### src/rtl/cond_pkg.sv
// cond_pkg: shared types and constants for the condition/flag stage.
//   cond_e   : the 4-bit ARM condition field encodings (EQ..AL, plus NV,
//              which this core treats as "always").
//   *_IDX    : bit positions of N, Z, C, V inside a flag vector.
//   flags_t  : the 4-bit flag vector, ordered {N, Z, C, V}.
package cond_pkg;

  typedef enum logic [3:0] {
    EQ = 4'b0000,
    NE = 4'b0001,
    CS = 4'b0010,
    CC = 4'b0011,
    MI = 4'b0100,
    PL = 4'b0101,
    VS = 4'b0110,
    VC = 4'b0111,
    HI = 4'b1000,
    LS = 4'b1001,
    GE = 4'b1010,
    LT = 4'b1011,
    GT = 4'b1100,
    LE = 4'b1101,
    AL = 4'b1110,
    NV = 4'b1111
  } cond_e;

  localparam int N_IDX = 3;
  localparam int Z_IDX = 2;
  localparam int C_IDX = 1;
  localparam int V_IDX = 0;

  typedef logic [3:0] flags_t;

endpackage

### src/rtl/cond_check.sv
// cond_check: purely combinational evaluation of an ARM condition field
// against a flag vector.
// Ports:
//   cond    in  4  condition field
//   flags   in  4  flag vector {N, Z, C, V}
//   cond_ex out 1  1 when the condition holds
module cond_check
  import cond_pkg::*;
(
  input  logic [3:0] cond,
  input  flags_t     flags,
  output logic       cond_ex
);

  logic n, z, c, v;

  assign n = flags[N_IDX];
  assign z = flags[Z_IDX];
  assign c = flags[C_IDX];
  assign v = flags[V_IDX];

  always_comb begin
    cond_ex = 1'b1;
    case (cond_e'(cond))
      EQ:      cond_ex = z;
      NE:      cond_ex = ~z;
      CS:      cond_ex = c;
      CC:      cond_ex = ~c;
      MI:      cond_ex = n;
      PL:      cond_ex = ~n;
      VS:      cond_ex = v;
      VC:      cond_ex = ~v;
      HI:      cond_ex = c & ~z;
      LS:      cond_ex = ~c | z;
      GE:      cond_ex = (n == v);
      LT:      cond_ex = (n != v);
      GT:      cond_ex = ~z & (n == v);
      LE:      cond_ex = z | (n != v);
      // AL and the 1111 encoding both execute unconditionally.
      default: cond_ex = 1'b1;
    endcase
  end

endmodule

### src/rtl/cond_unit.sv
// cond_unit: condition/flag stage after the ALU. Holds the architectural
// flag register, evaluates the instruction condition against it, and gates
// the decoder's PC/register/memory write strobes.
//
// Handshake: valid_i is a qualifier only (no ready/backpressure). When
// valid_i=1 the execute-stage inputs describe a real instruction this cycle;
// when valid_i=0 every other input is ignored (may be X) and no state
// changes apart from CondExR clearing.
//
// Ports:
//   clk, rst_n            clock (rising edge), async active-low reset
//   valid_i               instruction present this cycle
//   Cond, ALUFlags        condition field, flags produced by the ALU
//   FlagW                 [1] writes N,Z; [0] writes C,V
//   PCS, RegW, MemW       decoder write requests
//   NoWrite               compare-class op, suppresses RegWrite
//   PCSrc, RegWrite,
//   MemWrite              gated strobes (combinational)
//   CondEx, CondExR       condition result, and its registered copy
//   Flags                 architectural flag register {N,Z,C,V}
//   exec_cnt, skip_cnt    executed / squashed instruction counters
//
// Optional feature macro: COND_PERF_CNT_EN builds the two counters;
// without it exec_cnt/skip_cnt are constant zero.
module cond_unit
  import cond_pkg::*;
#(
  parameter int FLAG_W = 4,
  parameter int CNT_W  = 32
) (
  input  logic              clk,
  input  logic              rst_n,
  input  logic              valid_i,
  input  logic [3:0]        Cond,
  input  logic [FLAG_W-1:0] ALUFlags,
  input  logic [1:0]        FlagW,
  input  logic              PCS,
  input  logic              RegW,
  input  logic              MemW,
  input  logic              NoWrite,
  output logic              PCSrc,
  output logic              RegWrite,
  output logic              MemWrite,
  output logic              CondEx,
  output logic              CondExR,
  output logic [FLAG_W-1:0] Flags,
  output logic [CNT_W-1:0]  exec_cnt,
  output logic [CNT_W-1:0]  skip_cnt
);

  flags_t flags_q;
  logic   cond_ex;
  logic   fire;
  logic   wr_nz;
  logic   wr_cv;

  // Condition is judged against the stored flags only, so an instruction
  // never sees the flags it is itself producing.
  cond_check u_check (
    .cond    (Cond),
    .flags   (flags_q),
    .cond_ex (cond_ex)
  );

  assign fire  = valid_i & cond_ex;
  assign wr_nz = fire & FlagW[1];
  assign wr_cv = fire & FlagW[0];

  assign CondEx   = cond_ex;
  assign PCSrc    = PCS  & fire;
  assign RegWrite = RegW & fire & ~NoWrite;
  assign MemWrite = MemW & fire;
  assign Flags    = flags_q;

  // The two flag halves have independent write enables.
  always_ff @(posedge clk or negedge rst_n) begin
    if (!rst_n) begin
      flags_q <= '0;
    end else begin
      if (wr_nz) begin
        flags_q[N_IDX] <= ALUFlags[N_IDX];
        flags_q[Z_IDX] <= ALUFlags[Z_IDX];
      end
      if (wr_cv) begin
        flags_q[C_IDX] <= ALUFlags[C_IDX];
        flags_q[V_IDX] <= ALUFlags[V_IDX];
      end
    end
  end

  always_ff @(posedge clk or negedge rst_n) begin
    if (!rst_n) begin
      CondExR <= 1'b0;
    end else begin
      CondExR <= fire;
    end
  end

`ifdef COND_PERF_CNT_EN
  logic [CNT_W-1:0] exec_q;
  logic [CNT_W-1:0] skip_q;

  // Counters wrap naturally at 2^CNT_W.
  always_ff @(posedge clk or negedge rst_n) begin
    if (!rst_n) begin
      exec_q <= '0;
      skip_q <= '0;
    end else if (valid_i) begin
      if (cond_ex) begin
        exec_q <= exec_q + 1'b1;
      end else begin
        skip_q <= skip_q + 1'b1;
      end
    end
  end

  assign exec_cnt = exec_q;
  assign skip_cnt = skip_q;
`else
  assign exec_cnt = '0;
  assign skip_cnt = '0;
`endif

endmodule

### config.mk
export PLATFORM = sky130hd
export DESIGN_NAME = cond_unit
export DESIGN_NICKNAME = d
export VERILOG_FILES = /design/src/rtl/cond_pkg.sv /design/src/rtl/cond_check.sv /design/src/rtl/cond_unit.sv
export SDC_FILE = /design/constraint.sdc
export NUM_CORES = 1
export LEC_CHECK = 0
export ABC_CLOCK_PERIOD_IN_PS = 2400
export CAP_MARGIN = 25
export CORE_MARGIN = 10
export CORE_UTILIZATION = 29
export DETAILED_ROUTE_END_ITERATION = 8
export GPL_TIMING_DRIVEN = 0
export HOLD_SLACK_MARGIN = 0.1
export PLACE_DENSITY = 0.81
export SYNTH_ARGS = -nofsm -noshare
export SYNTH_HDL_FRONTEND = slang
export SYNTH_HIERARCHICAL = 1
export SYNTH_SLANG_ARGS = --single-unit
### constraint.sdc
create_clock -name clk -period 2.4 [get_ports clk]
set_input_delay 0.36 -clock clk [delete_from_list [all_inputs] [get_ports clk]]
set_output_delay 0.36 -clock clk [all_outputs]
set_load 0.05 [all_outputs]
== Yosys cells after proc, flatten, opt, wreduce, memory -nomap -nowiden ==
Index checks and enable logic that the tools add are counted.
Storage, ports and cells
  register bits: 5
  bits of input ports: 17
  output and inout port bits: 73
  logic and storage cells: 36
Operators by class
  bitwise logic cells: 16
  equal/unequal tests: 15
  reduce and logical (&&, ||, !) cells: 1
  mux-type cells: 1
Operators with widths (count)
  $eq 4x4->1 const B: 6
  $eq 4x3->1 const B: 4
  $pmux 1 s14: 1
  $and 1x1->1: 9
  $eq 4x2->1 const B: 2
  $not 1->1: 5
  $eq 4x1->1 const B: 1
  $logic_not 4->1: 1
  $or 1x1->1: 2
  $eq 1x1->1: 1
  $ne 1x1->1: 1

== Depth between registers and ports, before layout ==
Gate-level depths: netlist of the first run.
  depth in word-level cells: 6
  gate-level depth with buffers: 7
  mapped depth without buffers: 6

== Modules after synthesis ==
Netlist of the first run, hierarchy kept.
Modules (own cells, without submodules)
  cond_unit: seq. area each 125.1 um^2, instances 1, cells each 80, area each 695.7 um^2
  cond_check: seq. area each 0.0 um^2, instances 1, cells each 23, area each 165.2 um^2

== Worst setup path after synthesis of the first run ==
Ideal clock, no wire load.
  path kind: register -> output
  start point: register flags_q[2] (netlist: Flags[2])
  end point: output port RegWrite
  path buffers: 0
  stages on the path, launching flop included: 7
  data required time: 2040 ps
  arrival: 2311 ps
  path slack: -271 ps
  cells stage by stage: dfrtp_1 mux2i_1 xnor2_1 o32ai_1 a211o_1 and2_2 and3b_1
On the way
  cells in the longest elaborated chain, start to end: 6
  elaborated cells on any way between the ends: 9
  those cells by class: 1 x mux; 8 x bitwise
RTL lines
  from (decl): line cond_unit.sv:51  | flags_t flags_q;
  from (signal, indexed assignment): line cond_unit.sv:81  | flags_q[N_IDX] <= ALUFlags[N_IDX];
  from (signal, indexed assignment): line cond_unit.sv:82  | flags_q[Z_IDX] <= ALUFlags[Z_IDX];
  from (signal, indexed assignment): line cond_unit.sv:85  | flags_q[C_IDX] <= ALUFlags[C_IDX];
  $not 1->1: line cond_check.sv:26, cond_check.sv:33, cond_check.sv:37
  $and 1x1->1 (on tied branches): line cond_check.sv:37, cond_check.sv:33
  $pmux 1 s14 *: line cond_check.sv:24  | case (cond_e'(cond))
  named net CondEx: line cond_unit.sv:44  | output logic CondEx,
  $and 1x1->1 *: line cond_unit.sv:65  | assign fire = valid_i & cond_ex;
  named net fire: line cond_unit.sv:53  | logic fire;
  $and 1x1->1 * (2 in series): line cond_unit.sv:71  | assign RegWrite = RegW & fire & ~NoWrite;
  to (decl): line cond_unit.sv:42  | output logic RegWrite,
The timed path passes the listed nets; every way through them passes the cells marked *.

== Worst setup path in the final report of the first run ==
  start point: register flags_q[3] (netlist: Flags[3])
  end point: output port RegWrite
On the way
  cells in the longest elaborated chain, start to end: 6
  elaborated cells on any way between the ends: 9
  those cells by class: 2 x eq/ne; 1 x mux; 6 x bitwise
RTL lines (line)
  $ne 1x1->1 or $eq 1x1->1 (tied branches)
  $or 1x1->1 or $and 1x1->1 (tied branches): cond_check.sv:38, cond_check.sv:37
  $pmux 1 s14 *: cond_check.sv:24
  $and 1x1->1 *: cond_unit.sv:65
  named net fire: cond_unit.sv:53
  $and 1x1->1 * (2 in series): cond_unit.sv:71
Marks and branches as above.

==> results of run 1 <==
[critical path, delay by kind of cell (launching register included)]
| kind | cells | cell delay [ps] |
|---|---|---|
| AO/OA/AOI/OAI | 4 | 800 |
| buffers and inverters | 1 | 150 |
| flip-flops | 1 | 420 |
| AND/OR/NAND/NOR | 2 | 350 |
[repair_timing]
| action | 4_1_cts | 5_1_grt |
|---|---|---|
| pin swaps | 0 | 1 |
| resized for setup | 17 | 9 |
| endpoints found under the hold margin | 0 | 0 |
| setup endpoints to repair | 4 | 4 |
| setup buffers | 1 | 0 |
| gates cloned | 0 | 0 |
[cells by family after synthesis]
kind of cell              count (synthesis)  synth area share, %
muxes                                     5                 6.40
other                                     1                0.436
DFF                                       5                 14.5
and+or+nand+nor                          14                 10.6
xor gates and xnor gates                  4                 4.07
buffers and inverters                    66                 56.8
AOI/OAI and AO/OA                         8                 7.12
[registers in the layout, indices dropped and copies added (netlist names)]
name,cells
CondExR,1
Flags,4
[how the worst min path moves through the flow]
stage	endpoint	slack, ps
finish	Flags[1]	350
global route	CondExR	360
CTS	Flags[1]	350
detailed placement	Flags[1]	530
global placement	Flags[2]	530
floorplan	CondExR	60
[cells in the final DEF (no fill, tap or decap), types with 3 or more instances in the layout]
master	Yosys	routed
clkdlybuf4s50_1	0	17
dlygate4sd2_1	0	3
mux2_1	4	4
buf_4	64	65
conb_1	1	64
clkbuf_4	0	3
buf_2	1	3
xnor2_1	4	4
dfrtp_2	0	3
[power by group]
part | internal [µW] | switching, µW | total (µW) | leakage [µW]
Sequential | 129 | 45.2 | 174 | 0.0000570
Combinational | 281 | 534 | 815 | 0.000770
Clock | 62.7 | 32.0 | 94.7 | 0.0000150
Total | 472 | 612 | 1080 | 0.000842
[metal layers]
layer / routed length, µm / share of wire, %
met1: 666 / 29
met2: 1070 / 47
met3: 509 / 22
met4: 25 / 1.1
met5: 0 / 0
[metrics by stage]
stage               hold WS [ps]  std cells  instance area [µm²]  worst slack (ps)  utilization (%)
floorplan                   64.4        166                 1100              2.89                -
global placement             529        221                 1380              -765             49.3
detailed placement           533        221                 1380              -801             49.3
CTS                          350        226                 1410              1.47             50.4
global route                 359        226                 1410              12.4             50.2
finish                       345        226                 1410              76.7             50.2
[final cells by class]
cell class                      count  area share [%]
Timing Repair Buffer               25            16.6
Sequential cell                     5            9.16
Multi-Input combinational cell     95            34.8
Inverter                            1           0.267
Tap cell                           31            2.76
Buffer                             65            34.5
Clock buffer                        4            1.87
==> results.rst, run 1 <==
.. list-table::
   :header-rows: 1

   * - Metric
     - Value
   * - Gpl congestion
     - 0.682
   * - Time the worst path needs with I/O delays and setup
     - 2320 ps
   * - Layout Skew
     - 0.142 ps
   * - Reg2Reg Setup Slack
     - 590 ps
   * - Layout-stage area growth over the synthesis result
     - 63.5%
   * - Kind of capture point of the worst setup path
     - output pin
   * - Cts bufs inserted
     - 3
   * - Area of the multi-input gates
     - 490 µm²
   * - Commonest cells post-synth
     - buf_4, dfrtp_1, mux2_1, xnor2_1
   * - Seq cells post-synth
     - 5
   * - Final hold vios
     - 0
   * - CP peak stage delay
     - 420 ps
   * - Chip width
     - 74.5 µm
   * - Number of global-route vias before repair
     - 678
   * - Met1 track demand over resource
     - 5.27%
   * - Detailed Place HPWL
     - 2.16 mm
   * - Arr. time, crit path
     - 1960 ps
   * - Total count of max-transition violations in the final report
     - 0
   * - Hold Buf Count CTS
     - 0
   * - Leakage
     - 0.000842 µW
   * - Number of DRC markers in iteration 0
     - 5
   * - Gate count of the mapped netlist
     - 103
   * - EDFF count, synth
     - 0
   * - CTS H-tree lvls
     - 1
   * - Result of the run
     - complete, no violations
   * - Register clock-pin slew on the reported worst setup and hold paths
     - 40 ps
   * - PwrDens
     - 770 mW/mm²
   * - Setup violations, final
     - 0
   * - Share of the clock period used by the worst path after layout
     - 96.8%
   * - Overall overflow remaining after global route
     - 0
   * - TritonCTS clock tree
     - done
   * - Capturing instance or port of the critical path
     - RegWrite
   * - Most congested layer reported by global routing
     - met2
   * - Mean routed wirelength per cell
     - 10.1 µm
   * - Longest Clk Path Bufs
     - 2
   * - Post-synth design cell area
     - 861 µm²
   * - Die Y
     - 74.5 µm
   * - Cell chosen for the clock root
     - clkbuf_4
   * - Cell chain of the critical path
     - a21o_2 > a21oi_2 > o32ai_1 > a211o_2 > and2_4 > and3b_2 > buf_8
   * - Proportion of layout cells with a drive suffix above 1
     - 43.1%
   * - Yosys top cell area share
     - 55.8%
   * - RSZ-0062 raised after global routing
     - no
   * - Total wire length
     - 2.27 mm
   * - Syn_area_per_cell
     - 8.36 µm²
   * - Final antenna diode count
     - 0
   * - Global-route total usage across every layer
     - 7.23%
   * - Std cell rows
     - 19
   * - Clock sink total
     - 5
   * - Port bufs
     - 24
   * - Number of nets with antenna violations after routing
     - 0
   * - Proportion of synthesized chip area in sequential cells
     - 14.5%
   * - Yosys cell types
     - 23
   * - Sequential cell area in the final layout
     - 129 µm²
   * - Slowest stage cell on the critical path
     - dfrtp_2
   * - Met2 Track Usage GR
     - 12.5%
   * - Count of warnings emitted by yosys
     - 6
   * - Wire length of the first global-routing pass
     - 3.14 mm
   * - Antenna violations before repair
     - 0
   * - Worst setup SP type
     - flop
   * - Terminus of the critical flop-to-flop path
     - Flags[2]
   * - Average via count per standard cell
     - 3.25
   * - Max transition margin
     - 65.6%
   * - Max capacitance violation total
     - 0
   * - Fill cells
     - 287
   * - Transition at the pin with the smallest max-transition slack
     - 514 ps
   * - Most frequent cell after synthesis
     - buf_4
   * - Maximum number of pins on one net before global-route repair
     - 10
   * - R2r startpoint
     - Flags[3]
   * - Worst skew pair latency
     - 240 ps
   * - Dominant cells by area after synthesis
     - buf_4, dfrtp_1, mux2_1, xnor2_1, and3b_1
   * - Logic depth of the worst register-to-register path
     - 6
   * - Total Negative Setup Slacks
     - 0 ps
   * - Post-synthesis async set-or-reset flop share
     - 100%
   * - Start point of the critical path
     - Flags[3]
   * - Area of the die
     - 0.00555 mm²
   * - Net total in the final layout
     - 213
   * - Largest voltage drop on the vdd net
     - 0.593 mV
   * - Number of placed I/O pins
     - 90
   * - Core region area
     - 0.00281 mm²
   * - Router iterations before antenna repair
     - 4
   * - Number of vias in the routed layout
     - 734
   * - Required @ worst endpoint
     - 2040 ps
   * - Biggest area consumer among synthesized cells
     - buf_4
   * - HP Class
     - input pin to asynchronous set/reset pin
   * - Primary FF master, synth
     - dfrtp_1
   * - Highest clock frequency the design can meet
     - 430 MHz
   * - Total power consumption of the routed design
     - 1080 µW
   * - Residual DRC count
     - 0
   * - Initial Utilization
     - 30.7%
   * - Start-to-end type of the worst setup path
     - flop to output pin
   * - Global-route track usage on met3
     - 7.05%
   * - Crit path max fanout
     - 6
Note: power is estimated with default switching activity, not from simulation.
==> inputs of run 2 (changes only) <==
--- a/config.mk
+++ b/config.mk
@@ -9,8 +9,8 @@
 export CAP_MARGIN = 25
 export CORE_MARGIN = 10
 export CORE_UTILIZATION = 29
+export CTS_CLUSTER_SIZE = 14
 export DETAILED_ROUTE_END_ITERATION = 8
-export GPL_TIMING_DRIVEN = 0
 export HOLD_SLACK_MARGIN = 0.1
 export PLACE_DENSITY = 0.81
 export SYNTH_ARGS = -nofsm -noshare
==> run 2 against run 1 <==
Net effect: die area stayed put; combinational power is 5.5% lower; cell area is 30% lower; global-route usage is 0.98 points lower; critical path depth stayed put; first-iteration DRC count is 40% lower; power is 2.8% lower; sequential share of layout area is 3.9 points higher; register-to-register slack worse by 130 ps; worst setup slack worse by 10 ps; largest cell class is now multi-input combinational cells; largest power group unchanged.
==> results.rst, run 2 (synthesis gave the netlist of run 1 again) <==
.. list-table::
   :header-rows: 1

   * - Metric
     - Value
   * - Highest-count cells in the layout ignoring fill and taps
     - conb_1, clkdlybuf4s50_1 (was buf_4, conb_1, clkdlybuf4s50_1)
   * - Metal2 WL
     - 1.01 mm (was 1.07 mm)
   * - Overall overflow remaining after global route
     - 0 (unchanged)
   * - Sequential cell area in the final layout
     - 129 µm² (unchanged)
   * - Number of DRC markers in iteration 0
     - 3 (was 5)
   * - Reg2Reg Setup Slack
     - 460 ps (was 590 ps)
   * - Number of flip-flops in the largest register
     - 4 (unchanged)
   * - Required @ worst endpoint
     - 2040 ps (about the same)
   * - Antenna violations before repair
     - 0 (unchanged)
   * - Transition at the pin with the smallest max-transition slack
     - 515 ps (was 514 ps)
   * - Cell area after placement
     - 965 µm² (was 0.00138 mm²)
   * - Max transition margin
     - 65.5% (was 65.6%)
   * - CTS H-tree lvls
     - 1 (unchanged)
   * - Cts bufs inserted
     - 3 (unchanged)
   * - TritonCTS clock tree
     - done (unchanged)
   * - M1 WL
     - 618 µm (was 666 µm)
   * - Number of global-route vias before repair
     - 597 (was 678)
   * - Port bufs
     - 25 (was 24)
   * - HP Class
     - input pin to asynchronous set/reset pin (unchanged)
   * - Proportion of layout cells with a drive suffix above 1
     - 15.7% (was 43.1%)
   * - Global-route total usage across every layer
     - 6.26% (was 7.23%)
   * - Met3 routed WL
     - 436 µm (was 509 µm)
   * - Start-to-end type of the worst setup path
     - flop to output pin (unchanged)
   * - Most common cell after layout, fill and taps aside
     - conb_1 (was buf_4)
   * - Total Negative Setup Slacks
     - 0 ps (unchanged)
   * - Wire length of the first global-routing pass
     - 2.64 mm (was 3.14 mm)
   * - Dpl cells
     - 161 (was 221)
   * - Residual DRC count
     - 0 (unchanged)
   * - Cell chain of the critical path
     - a21o_2 > a21oi_1 > o32ai_1 > a211o_2 > and2_2 > and3b_2 > buf_6 (was a21o_2 > a21oi_2 > o32ai_1 > a211o_2 > and2_4 > and3b_2 > buf_8)
   * - Highest routed layer
     - met4 (unchanged)
   * - Mean routed wirelength per cell
     - 12.8 µm (was 10.1 µm)
   * - Average via count per standard cell
     - 3.49 (was 3.25)
   * - Leakage
     - 0.000517 µW (was 0.000842 µW)
   * - Time the worst path needs with I/O delays and setup
     - 2330 ps (was 2320 ps)
   * - Crit path max fanout
     - 6 (unchanged)
   * - Number of vias in the routed layout
     - 576 (was 734)
   * - RSZ-0062 raised after global routing
     - no (unchanged)
   * - Worst setup SP type
     - flop (unchanged)
   * - Area of the multi-input gates
     - 485 µm² (was 490 µm²)
   * - Layout Skew
     - 5.65 ps (was 0.142 ps)
   * - Total wire length
     - 2.11 mm (was 2.27 mm)
   * - Number of gates given a new drive strength after cts
     - 4 (was 17)
   * - Total count of max-transition violations in the final report
     - 0 (unchanged)
   * - Arr. time, crit path
     - 1970 ps (was 1960 ps)
   * - Logic depth of the worst register-to-register path
     - 7 (was 6)
   * - Core region area
     - 0.00281 mm² (unchanged)
   * - Worst skew pair latency
     - 260 ps (was 240 ps)
   * - Kind of capture point of the worst setup path
     - output pin (unchanged)
   * - Post-CTS setup-driven buffer insertion count
     - 0 (was 1)
   * - Number of placed I/O pins
     - 90 (unchanged)
   * - Std cell rows
     - 19 (unchanged)
   * - Final design utilization
     - 35.3% (was 50.2%)
   * - Share of the clock period used by the worst path after layout
     - 97.2% (was 96.8%)
   * - Die Y
     - 74.5 µm (unchanged)
   * - Detailed Place HPWL
     - 1.95 mm (was 2.16 mm)
   * - Layout-stage area growth over the synthesis result
     - 15.0% (was 63.5%)
   * - Number of cells in the finished layout apart from fillers
     - 165 (was 226)
   * - Router iterations before antenna repair
     - 3 (was 4)
   * - Cell area after layout
     - 990 µm² (was 0.00141 mm²)
   * - Register clock-pin slew on the reported worst setup and hold paths
     - 50 ps (was 40 ps)
   * - PwrDens
     - 1060 mW/mm² (was 770 mW/mm²)
   * - R2r startpoint
     - Flags[3] (unchanged)
   * - Slowest stage cell on the critical path
     - dfrtp_2 (unchanged)
   * - Initial Utilization
     - 30.7% (unchanged)
   * - Final hold vios
     - 0 (unchanged)
   * - Hold Buf Count CTS
     - 0 (unchanged)
   * - Cell chosen for the clock root
     - clkbuf_4 (unchanged)
   * - Final antenna diode count
     - 0 (unchanged)
   * - Clock sink total
     - 5 (unchanged)
   * - Longest Clk Path Bufs
     - 2 (unchanged)
   * - Family with the most delay on the worst path
     - compound AO/OA/AOI/OAI gates (unchanged)
   * - Fill cells
     - 303 (was 287)
   * - Maximum number of pins on one net before global-route repair
     - 7 (was 10)
   * - Worst hold margin
     - 323 ps (was 345 ps)
   * - CP peak stage delay
     - 440 ps (was 420 ps)
   * - Chip width
     - 74.5 µm (unchanged)
   * - Largest voltage drop on the vdd net
     - 0.538 mV (was 0.593 mV)
   * - Number of nets with antenna violations after routing
     - 0 (unchanged)
   * - Result of the run
     - complete, no violations (unchanged)
   * - Highest clock frequency the design can meet
     - 429 MHz (was 430 MHz)
   * - Net total in the final layout
     - 152 (was 213)
   * - Terminus of the critical flop-to-flop path
     - Flags[2] (unchanged)
   * - Setup violations, final
     - 0 (unchanged)
   * - Max capacitance violation total
     - 0 (unchanged)
   * - Area of the die
     - 0.00555 mm² (unchanged)
   * - Total buffers and inverters traversed by the critical path
     - 1 (unchanged)
   * - Gpl congestion
     - 0.704 (was 0.682)
run 2: cell count changes in the layout (fill, tap and decap cells not counted), sizes merged:
cell / change
buf: -61
clkbuf: -1
dlygate4sd2: +1
run 2: worst max path at each step:
| stage | startpoint | end | depth (start not counted) |
|---|---|---|---|
| final | Flags[3] | RegWrite | 7 |
| after floorplan | Flags[1] | RegWrite | 6 |
| after detailed placement | Cond[1] | RegWrite | 8 |
| after global routing | Flags[2] | RegWrite | 7 |
| after global placement | Cond[1] | RegWrite | 8 |
| after CTS | Flags[3] | RegWrite | 7 |
run 2: cell type report:
| cell class | instances | area share (%) |
|---|---|---|
| tap | 31 | 3.92 |
| timing repair buffer | 29 | 31.0 |
| multi-input combinational | 95 | 49.1 |
| inverter | 1 | 0.379 |
| clock buffer | 4 | 2.65 |
| sequential | 5 | 13.0 |
run 2: power by group:
| part | leakage [µW] | internal, µW | switching, µW |
|---|---|---|---|
| Sequential | 0.0000570 | 129 | 51.6 |
| Combinational | 0.000445 | 245 | 525 |
| Clock | 0.0000150 | 63.2 | 40.2 |
| Total | 0.000517 | 437 | 616 |
run 2: per-layer routing:
layer,vias to the layer above,GRT usage [%]
li1,269,-
met1,247,4.59
met2,57,11.3
met3,3,4.26
met4,0,4.41
met5,-,0
run 2: through the flow:
step           power (µW)  setup WS, ps
2_1_floorplan         807          2.89
3_3_place_gp          945          -232
3_5_place_dp          954          -226
4_1_cts              1060          22.3
5_1_grt              1100          5.69
6_report             1050          66.4
